## config.mk

```make
export PLATFORM = sky130hd
export DESIGN_NAME = unpack
export DESIGN_NICKNAME = d
export VERILOG_FILES = /design/src/rtl/unpack.sv
export SDC_FILE = /design/constraint.sdc
export NUM_CORES = 1
export LEC_CHECK = 0
export CORE_UTILIZATION = 40
export CTS_BUF_LIST = sky130_fd_sc_hd__clkbuf_8
export CTS_CLUSTER_SIZE = 20
export DETAILED_ROUTE_END_ITERATION = 7
export PLACE_DENSITY = 0.77
export SETUP_SLACK_MARGIN = 0.2
export SYNTH_ARGS = -nofsm -noshare
export SYNTH_HDL_FRONTEND = slang
export SYNTH_SLANG_ARGS = --single-unit
```

## constraint.sdc

```tcl
create_clock -name clk -period 2.3 [get_ports clk]
set_input_delay 0.345 -clock clk [delete_from_list [all_inputs] [get_ports clk]]
set_output_delay 0.345 -clock clk [all_outputs]
set_load 0.03 [all_outputs]
```

## src/rtl/unpack.sv

```systemverilog
// FP16 unpack stage: splits a raw half-precision word into sign, unbiased exponent
// and hidden-bit mantissa with special-value flags; subnormals are normalized one shift per cycle.
module unpack (
    input  logic        clk,
    input  logic        rst,
    input  logic        enable,
    input  logic        in_valid,
    output logic        in_ready,
    input  logic [15:0] in_data,
    output logic        u_valid,
    input  logic        u_ready,
    output logic        sign_out,
    output logic [6:0]  exp_out,
    output logic [10:0] mant_out,
    output logic        is_nan_out,
    output logic        is_pinf_out,
    output logic        is_ninf_out,
    output logic        is_zero_out
);

    localparam int unsigned FRAC_W = 10;
    localparam int unsigned BEXP_W = 5;
    localparam int unsigned EXP_W  = 7;
    localparam int unsigned MANT_W = FRAC_W + 1;
    localparam int unsigned BIAS   = 15;

    localparam logic [BEXP_W-1:0] BEXP_MAX = '1;
    localparam logic [EXP_W-1:0]  EXP_SUBN = EXP_W'(1) - EXP_W'(BIAS);

    typedef enum logic [1:0] {
        ST_IDLE,
        ST_NORM,
        ST_OUT
    } state_e;

    state_e              state_q, state_d;
    logic                sign_q, sign_d;
    logic [EXP_W-1:0]    exp_q, exp_d;
    logic [MANT_W-1:0]   mant_q, mant_d;
    logic                nan_q, nan_d;
    logic                pinf_q, pinf_d;
    logic                ninf_q, ninf_d;
    logic                zero_q, zero_d;

    logic [BEXP_W-1:0]   in_exp;
    logic [FRAC_W-1:0]   in_frac;
    logic                in_sign;
    logic                accept;

    logic [EXP_W-1:0]    ld_exp;
    logic [MANT_W-1:0]   ld_mant;
    logic                ld_nan, ld_pinf, ld_ninf, ld_zero;
    logic                ld_subn;

    assign in_sign = in_data[15];
    assign in_exp  = in_data[14:10];
    assign in_frac = in_data[9:0];

    // Handshake: reset has priority over enable; a result may drain while a new word enters.
    assign in_ready = enable & ~rst
                    & ((state_q == ST_IDLE) | ((state_q == ST_OUT) & u_ready));
    assign u_valid  = enable & ~rst & (state_q == ST_OUT);
    assign accept   = in_valid & in_ready;

    // Classification of the incoming word, used only on accept.
    always_comb begin
        ld_exp  = '0;
        ld_mant = '0;
        ld_nan  = 1'b0;
        ld_pinf = 1'b0;
        ld_ninf = 1'b0;
        ld_zero = 1'b0;
        ld_subn = 1'b0;
        if (in_exp == BEXP_MAX) begin
            if (in_frac != '0) begin
                ld_nan = 1'b1;
            end else begin
                ld_pinf = ~in_sign;
                ld_ninf = in_sign;
            end
        end else if (in_exp == '0) begin
            if (in_frac == '0) begin
                ld_zero = 1'b1;
            end else begin
                ld_subn = 1'b1;
                ld_exp  = EXP_SUBN;
                ld_mant = {1'b0, in_frac};
            end
        end else begin
            ld_exp  = EXP_W'(in_exp) - EXP_W'(BIAS);
            ld_mant = {1'b1, in_frac};
        end
    end

    // Next-state and register-update logic; enable=0 leaves everything as is.
    always_comb begin
        state_d = state_q;
        sign_d  = sign_q;
        exp_d   = exp_q;
        mant_d  = mant_q;
        nan_d   = nan_q;
        pinf_d  = pinf_q;
        ninf_d  = ninf_q;
        zero_d  = zero_q;

        if (enable) begin
            unique case (state_q)
                ST_IDLE, ST_OUT: begin
                    if (accept) begin
                        state_d = ld_subn ? ST_NORM : ST_OUT;
                        sign_d  = in_sign;
                        exp_d   = ld_exp;
                        mant_d  = ld_mant;
                        nan_d   = ld_nan;
                        pinf_d  = ld_pinf;
                        ninf_d  = ld_ninf;
                        zero_d  = ld_zero;
                    end else if ((state_q == ST_OUT) && u_ready) begin
                        state_d = ST_IDLE;
                    end
                end
                ST_NORM: begin
                    // Hidden bit reaches position 10 after this shift when bit 9 is set now.
                    mant_d = {mant_q[MANT_W-2:0], 1'b0};
                    exp_d  = exp_q - EXP_W'(1);
                    if (mant_q[MANT_W-2]) begin
                        state_d = ST_OUT;
                    end
                end
                default: begin
                    state_d = ST_IDLE;
                end
            endcase
        end
    end

    always_ff @(posedge clk) begin
        if (rst) begin
            state_q <= ST_IDLE;
            sign_q  <= 1'b0;
            exp_q   <= '0;
            mant_q  <= '0;
            nan_q   <= 1'b0;
            pinf_q  <= 1'b0;
            ninf_q  <= 1'b0;
            zero_q  <= 1'b0;
        end else begin
            state_q <= state_d;
            sign_q  <= sign_d;
            exp_q   <= exp_d;
            mant_q  <= mant_d;
            nan_q   <= nan_d;
            pinf_q  <= pinf_d;
            ninf_q  <= ninf_d;
            zero_q  <= zero_d;
        end
    end

    assign sign_out    = sign_q;
    assign exp_out     = exp_q;
    assign mant_out    = mant_q;
    assign is_nan_out  = nan_q;
    assign is_pinf_out = pinf_q;
    assign is_ninf_out = ninf_q;
    assign is_zero_out = zero_q;

endmodule
```

[Word level (Yosys, flattened, before mapping)]
Cells that the tools add are included.
Storage, ports and cells
  flip-flop bits (word level): 25
  bits in latches: 0
  memory bits (writable): 0
  bits in read-only memories: 0
  input port bits: 21
  output and inout port bits: 25
  word-level logic and storage cells: 61
  memories: 0
Operators by class
  $add $sub $neg: 2
  multipliers: 0
  div/mod/pow operators: 0
  magnitude comparators: 0
  eq/ne operators: 6
  shifts and indexed selects: 0
  multiplexer cells: 27
  bitwise gates (word level): 8
  reductions and logical operators: 10
Operators with widths (count)
  $mux W11: 3
  $mux W7: 4
  $pmux W11 S2: 1
  $pmux W7 S2: 1
  $mux W1: 12
  $logic_not A10 Y1: 1
  $mux W10: 1
  $reduce_bool A10 Y1: 1
  $reduce_and A3 Y1: 3
  $mux W2: 4
  $sub A7 B1 Y7 const B: 1
  $sub A5 B4 Y6 const B: 1
  $and A1 B1 Y1: 5
  $eq A5 B5 Y1 const B: 1
  $logic_not A5 Y1: 1
  $ne A2 B2 Y1 const B: 2
  $pmux W2 S2: 1
  $ne A3 B3 Y1 const B: 1
  $eq A2 B1 Y1 const B: 1
  $eq A2 B2 Y1 const B: 1
  $logic_not A2 Y1: 1
  $not A1 Y1: 2
  $reduce_bool A2 Y1: 1
  $reduce_or A2 Y1: 1
  2 further kinds: 2

[Logic depth before layout (Yosys ltp)]
  depth after elaboration: 7
  gate-level depth with buffers: 8
  depth with buffers taken out: 6

[Worst setup path after synthesis]
OpenSTA, ideal clock, no wires.
  path type: in2reg
  start: in in_data[10]
  end: reg mant_q[4] (netlist: mant_out[4])
  setup time: 86 ps
  arrival time: 1723 ps
  data required time: 2214 ps
  slack: 491 ps
  stages: 8
  path buffers: 2
  cell sequence: ha_1 > and3_1 > ha_1 > clkbuf_1 > clkbuf_1 > nor3b_1 > a21oi_1 > a211oi_1
Between the ends
  cells in the longest elaborated chain, start to end: 5
  elaborated cells on any way between the ends: 6
  classes of those cells: 1 x eq/ne; 4 x mux; 1 x reduce/logical
RTL lines
  start, declared: RTL line 9  | input logic [15:0] in_data,
  $logic_not A5 Y1: RTL line 81  | end else if (in_exp == '0) begin
  $mux W11: RTL line 81
  $mux W11 *: RTL line 74  | if (in_exp == BEXP_MAX) begin
  $mux W11 *: RTL line 109  | if (accept) begin
  $pmux W11 S2 *: RTL line 107  | unique case (state_q)
  end signal, assigned: RTL line 151  | mant_q <= mant_d;
  end, declared: RTL line 39  | logic [MANT_W-1:0] mant_q, mant_d;
Mark *: on every way between the ends. The rest lies on a longest branch, timed or not. The select of a mux whose other input is x is not followed.
A chain may end at the register's enable or synchronous reset.

[Worst setup path in the final report]
  start: in in_data[11]
  end: reg mant_q[1] (netlist: mant_out[1])
The elaborated chain is that of the path after synthesis.

==> results_dict.tcl <==
set metrics [dict create \
    outcome "finished, final reports clean" \
    rows 21 \
    grt_pass1_vias 1402 \
    cp_slowest_stage_delay_ns 0.47 \
    crit_type "input port to flip-flop" \
    dieWidth_um 62.9 \
    rrSetupSlack_ns 0.63 \
    synth-compound-area-share 0.240 \
    core_area_um2 3440 \
    num_io_pins 46 \
    path_max_fanout 7 \
    clkSinkCount 25 \
    critPathArrivalTime_ns 2.13 \
    viasPerCell 5.59 \
    worst-path-buf-inv 2 \
    clkLatencyLatePin_ns 0.27 \
    maxCapViolations 0 \
    synth_area_leaders "dfxtp_1 34%, a21oi_1 7.4%, nor3b_1 6.6%, a211oi_1 5.1%, nor2_1 4.8%" \
    synthToLayoutAreaGrowth_pct 41.4 \
    tns_ns 0 \
    wl_mm 3.89 \
    fmax_mhz 514 \
    synth_xor_area_frac 0.0177 \
    hold_buffers 0 \
    min_period_over_period 0.846 \
    path_cells "clkdlybuf4s50_1 -> ha_1 -> and3_1 -> ha_2 -> buf_4 -> nor3b_1 -> a21oi_1 -> a211oi_1" \
    post-place-ws_ns 0.0274 \
    cts_tree "built" \
    rsz0062_at_grt "no" \
    drc 0 \
    cp-end-kind "flip-flop" \
    synthArstFlopShare 0 \
    drive_above_1_share 0.124 \
    htreeDepth 1 \
    setup_viol 0 \
    nets 259 \
    critical_path.slowest_cell "clkdlybuf4s50_1" \
    hold_path_class "flip-flop to flip-flop" \
    grt.busiest_layer "met2" \
    drv_slew 0 \
    postCtsSetupBuffers 0 \
    synthesis.nets 212 \
    die_h_um 62.9 \
    grt_use_met3 0.0128 \
    grt_pass1_wl_mm 6.37 \
    place_area_um2 2010 \
    cts_buffers 3 \
    nFillCells 319 \
    critPathTopFamily "buffers and inverters" \
    drt_iter0_drc 78 \
    min_period_ns 1.95 \
    yosys.area.top_type "dfxtp_1" \
    tightest_slew_ns 0.634 \
    powerDensity_nw_per_um2 466 \
    ys.flop_type "dfxtp_1" \
    synth_warnings 0 \
    cts_root_buf "clkbuf_8" \
    diodes 0 \
    stdcell_area_um2 2090 \
    p_leak_nw 0.741 \
    drtAntennaViolNets 0 \
    finalHoldViolCount 0 \
    fin_skew_ns 0.00912 \
    synth_fa_ha_area_frac 0.0338 \
    grt_use_met2 0.333 \
    mappedNetlistArea_um2 1480 \
    clkSlewWorstSetupHoldPaths_ns 0.10 \
    grt_max_degree 29 \
    synth_most_common_cell "dfxtp_1" \
    avgRoutedWirePerCell_um 13.9 \
    startpoint_type "input port" \
    track_usage 0.196 \
    setup_slack_ns 0.354 \
    initial_core_util 0.430 \
    cp.required_ns 2.48 \
    synth_common_cells "25 x dfxtp_1, 22 x a21oi_1, 19 x nor2_1, 13 x nor3b_1" \
    seq_area_frac_synth 0.338 \
    synthMuxAreaShare 0.0144 \
    timing.slew.headroom 0.577 \
    synth_top_family_by_area "simple AND/OR/NAND/NOR gates" \
    clk_path_buf_depth 2 \
    vias 1559 \
    place_congestion 0.814 \
    gr-total-overflow 0 \
    antenna_found_initial 0 \
    yosys.area_share.simple 0.291 \
    peakVddDrop_mv 0.235 \
    synth-seq-cells 25 \
    grtUsageMet1 0.267 \
    syn_area_per_cell_um2 7.92 \
    first_pass_iters 4 \
    yosysTopAreaCellShare 0.338 \
    synth_edf_count 0 \
    synth_cells 187 \
    hpwl_mm 2.76 \
    ys_types 44 \
    io_buffers 45 \
    dieArea_um2 3950 \
]
## final timing paths
kind	from	end	depth (start not counted)
setup / recovery	in_data[11]	mant_out[1]	8
hold / removal	is_zero_out	is_zero_out	2
setup reg to reg	state_q[0]	exp_out[1]	4
hold reg to reg	is_zero_out	is_zero_out	2
## registers in the layout, summed over array words and instances (netlist names)
register     count
mant_out        11
exp_out          7
state_q          2
is_nan_out       1
is_ninf_out      1
is_pinf_out      1
is_zero_out      1
sign_out         1
## final cells by class
type	count	area [um^2]	area share
Multi-Input combinational cell	140	917	0.438
Sequential cell	25	500	0.239
Clock buffer	3	41.3	0.0197
Clock inverter	1	7.51	0.00358
Inverter	8	30.0	0.0143
Timing Repair Buffer	56	541	0.258
Tap cell	46	57.6	0.0275
## cell families (layout without fill, tap and decap cells)
| logic type | Yosys count | after routing |
|---|---|---|
| adder cells (fa/ha/maj) | 4 | 4 |
| AO/OA/AOI/OAI | 54 | 54 |
| XOR/XNOR | 3 | 3 |
| buffers and inverters | 22 | 68 |
| AND/OR/NAND/NOR | 77 | 77 |
| flip-flops | 25 | 25 |
| multiplexers | 2 | 2 |
## routing by layer
metal	wire, um	up-vias
li1	-	779
met4	28	0
met2	1850	52
met1	1830	726
met3	178	2
met5	0	-
## stage by stage
step                power (mW)  hold slack (ns)   util  std cells
floorplan                0.603            0.460      -        187
detailed placement       0.709            0.445  0.585        275
CTS                      0.978            0.459  0.599        279
finish                   0.975            0.457  0.609        279
global route              1.02            0.474  0.609        279
global placement         0.708            0.440  0.585        275
## tightest hold or removal path, delay by kind of cell (launching register included)
kind | cells | cell delay, ns
AOI/OAI and AO/OA | 1 | 0.05
DFF | 1 | 0.32
and+or+nand+nor | 1 | 0.05
## power breakdown
part / switching [mW] / internal [mW] / leakage, nW
clock network: 0.146 / 0.123 / 0.0217
registers: 0.0163 / 0.450 / 0.203
logic: 0.124 / 0.116 / 0.516
## placed cells by master, fill, tap and decap left out, types with 4 or more instances in the layout
cell,n
nor3b_1,11
nand3_1,7
inv_1,7
nor2b_1,4
buf_4,12
clkdlybuf4s50_1,43
dfxtp_1,25
nand2_1,10
a21oi_1,22
nor2_1,18
nor3_1,5
a211oi_1,10
## what timing repair did
action                                  4_1_cts  5_1_grt
resized for setup                             0        7
hold endpoints to repair                      0        0
endpoints found under the setup margin        0        7
Power figures use the tool's default switching activity.
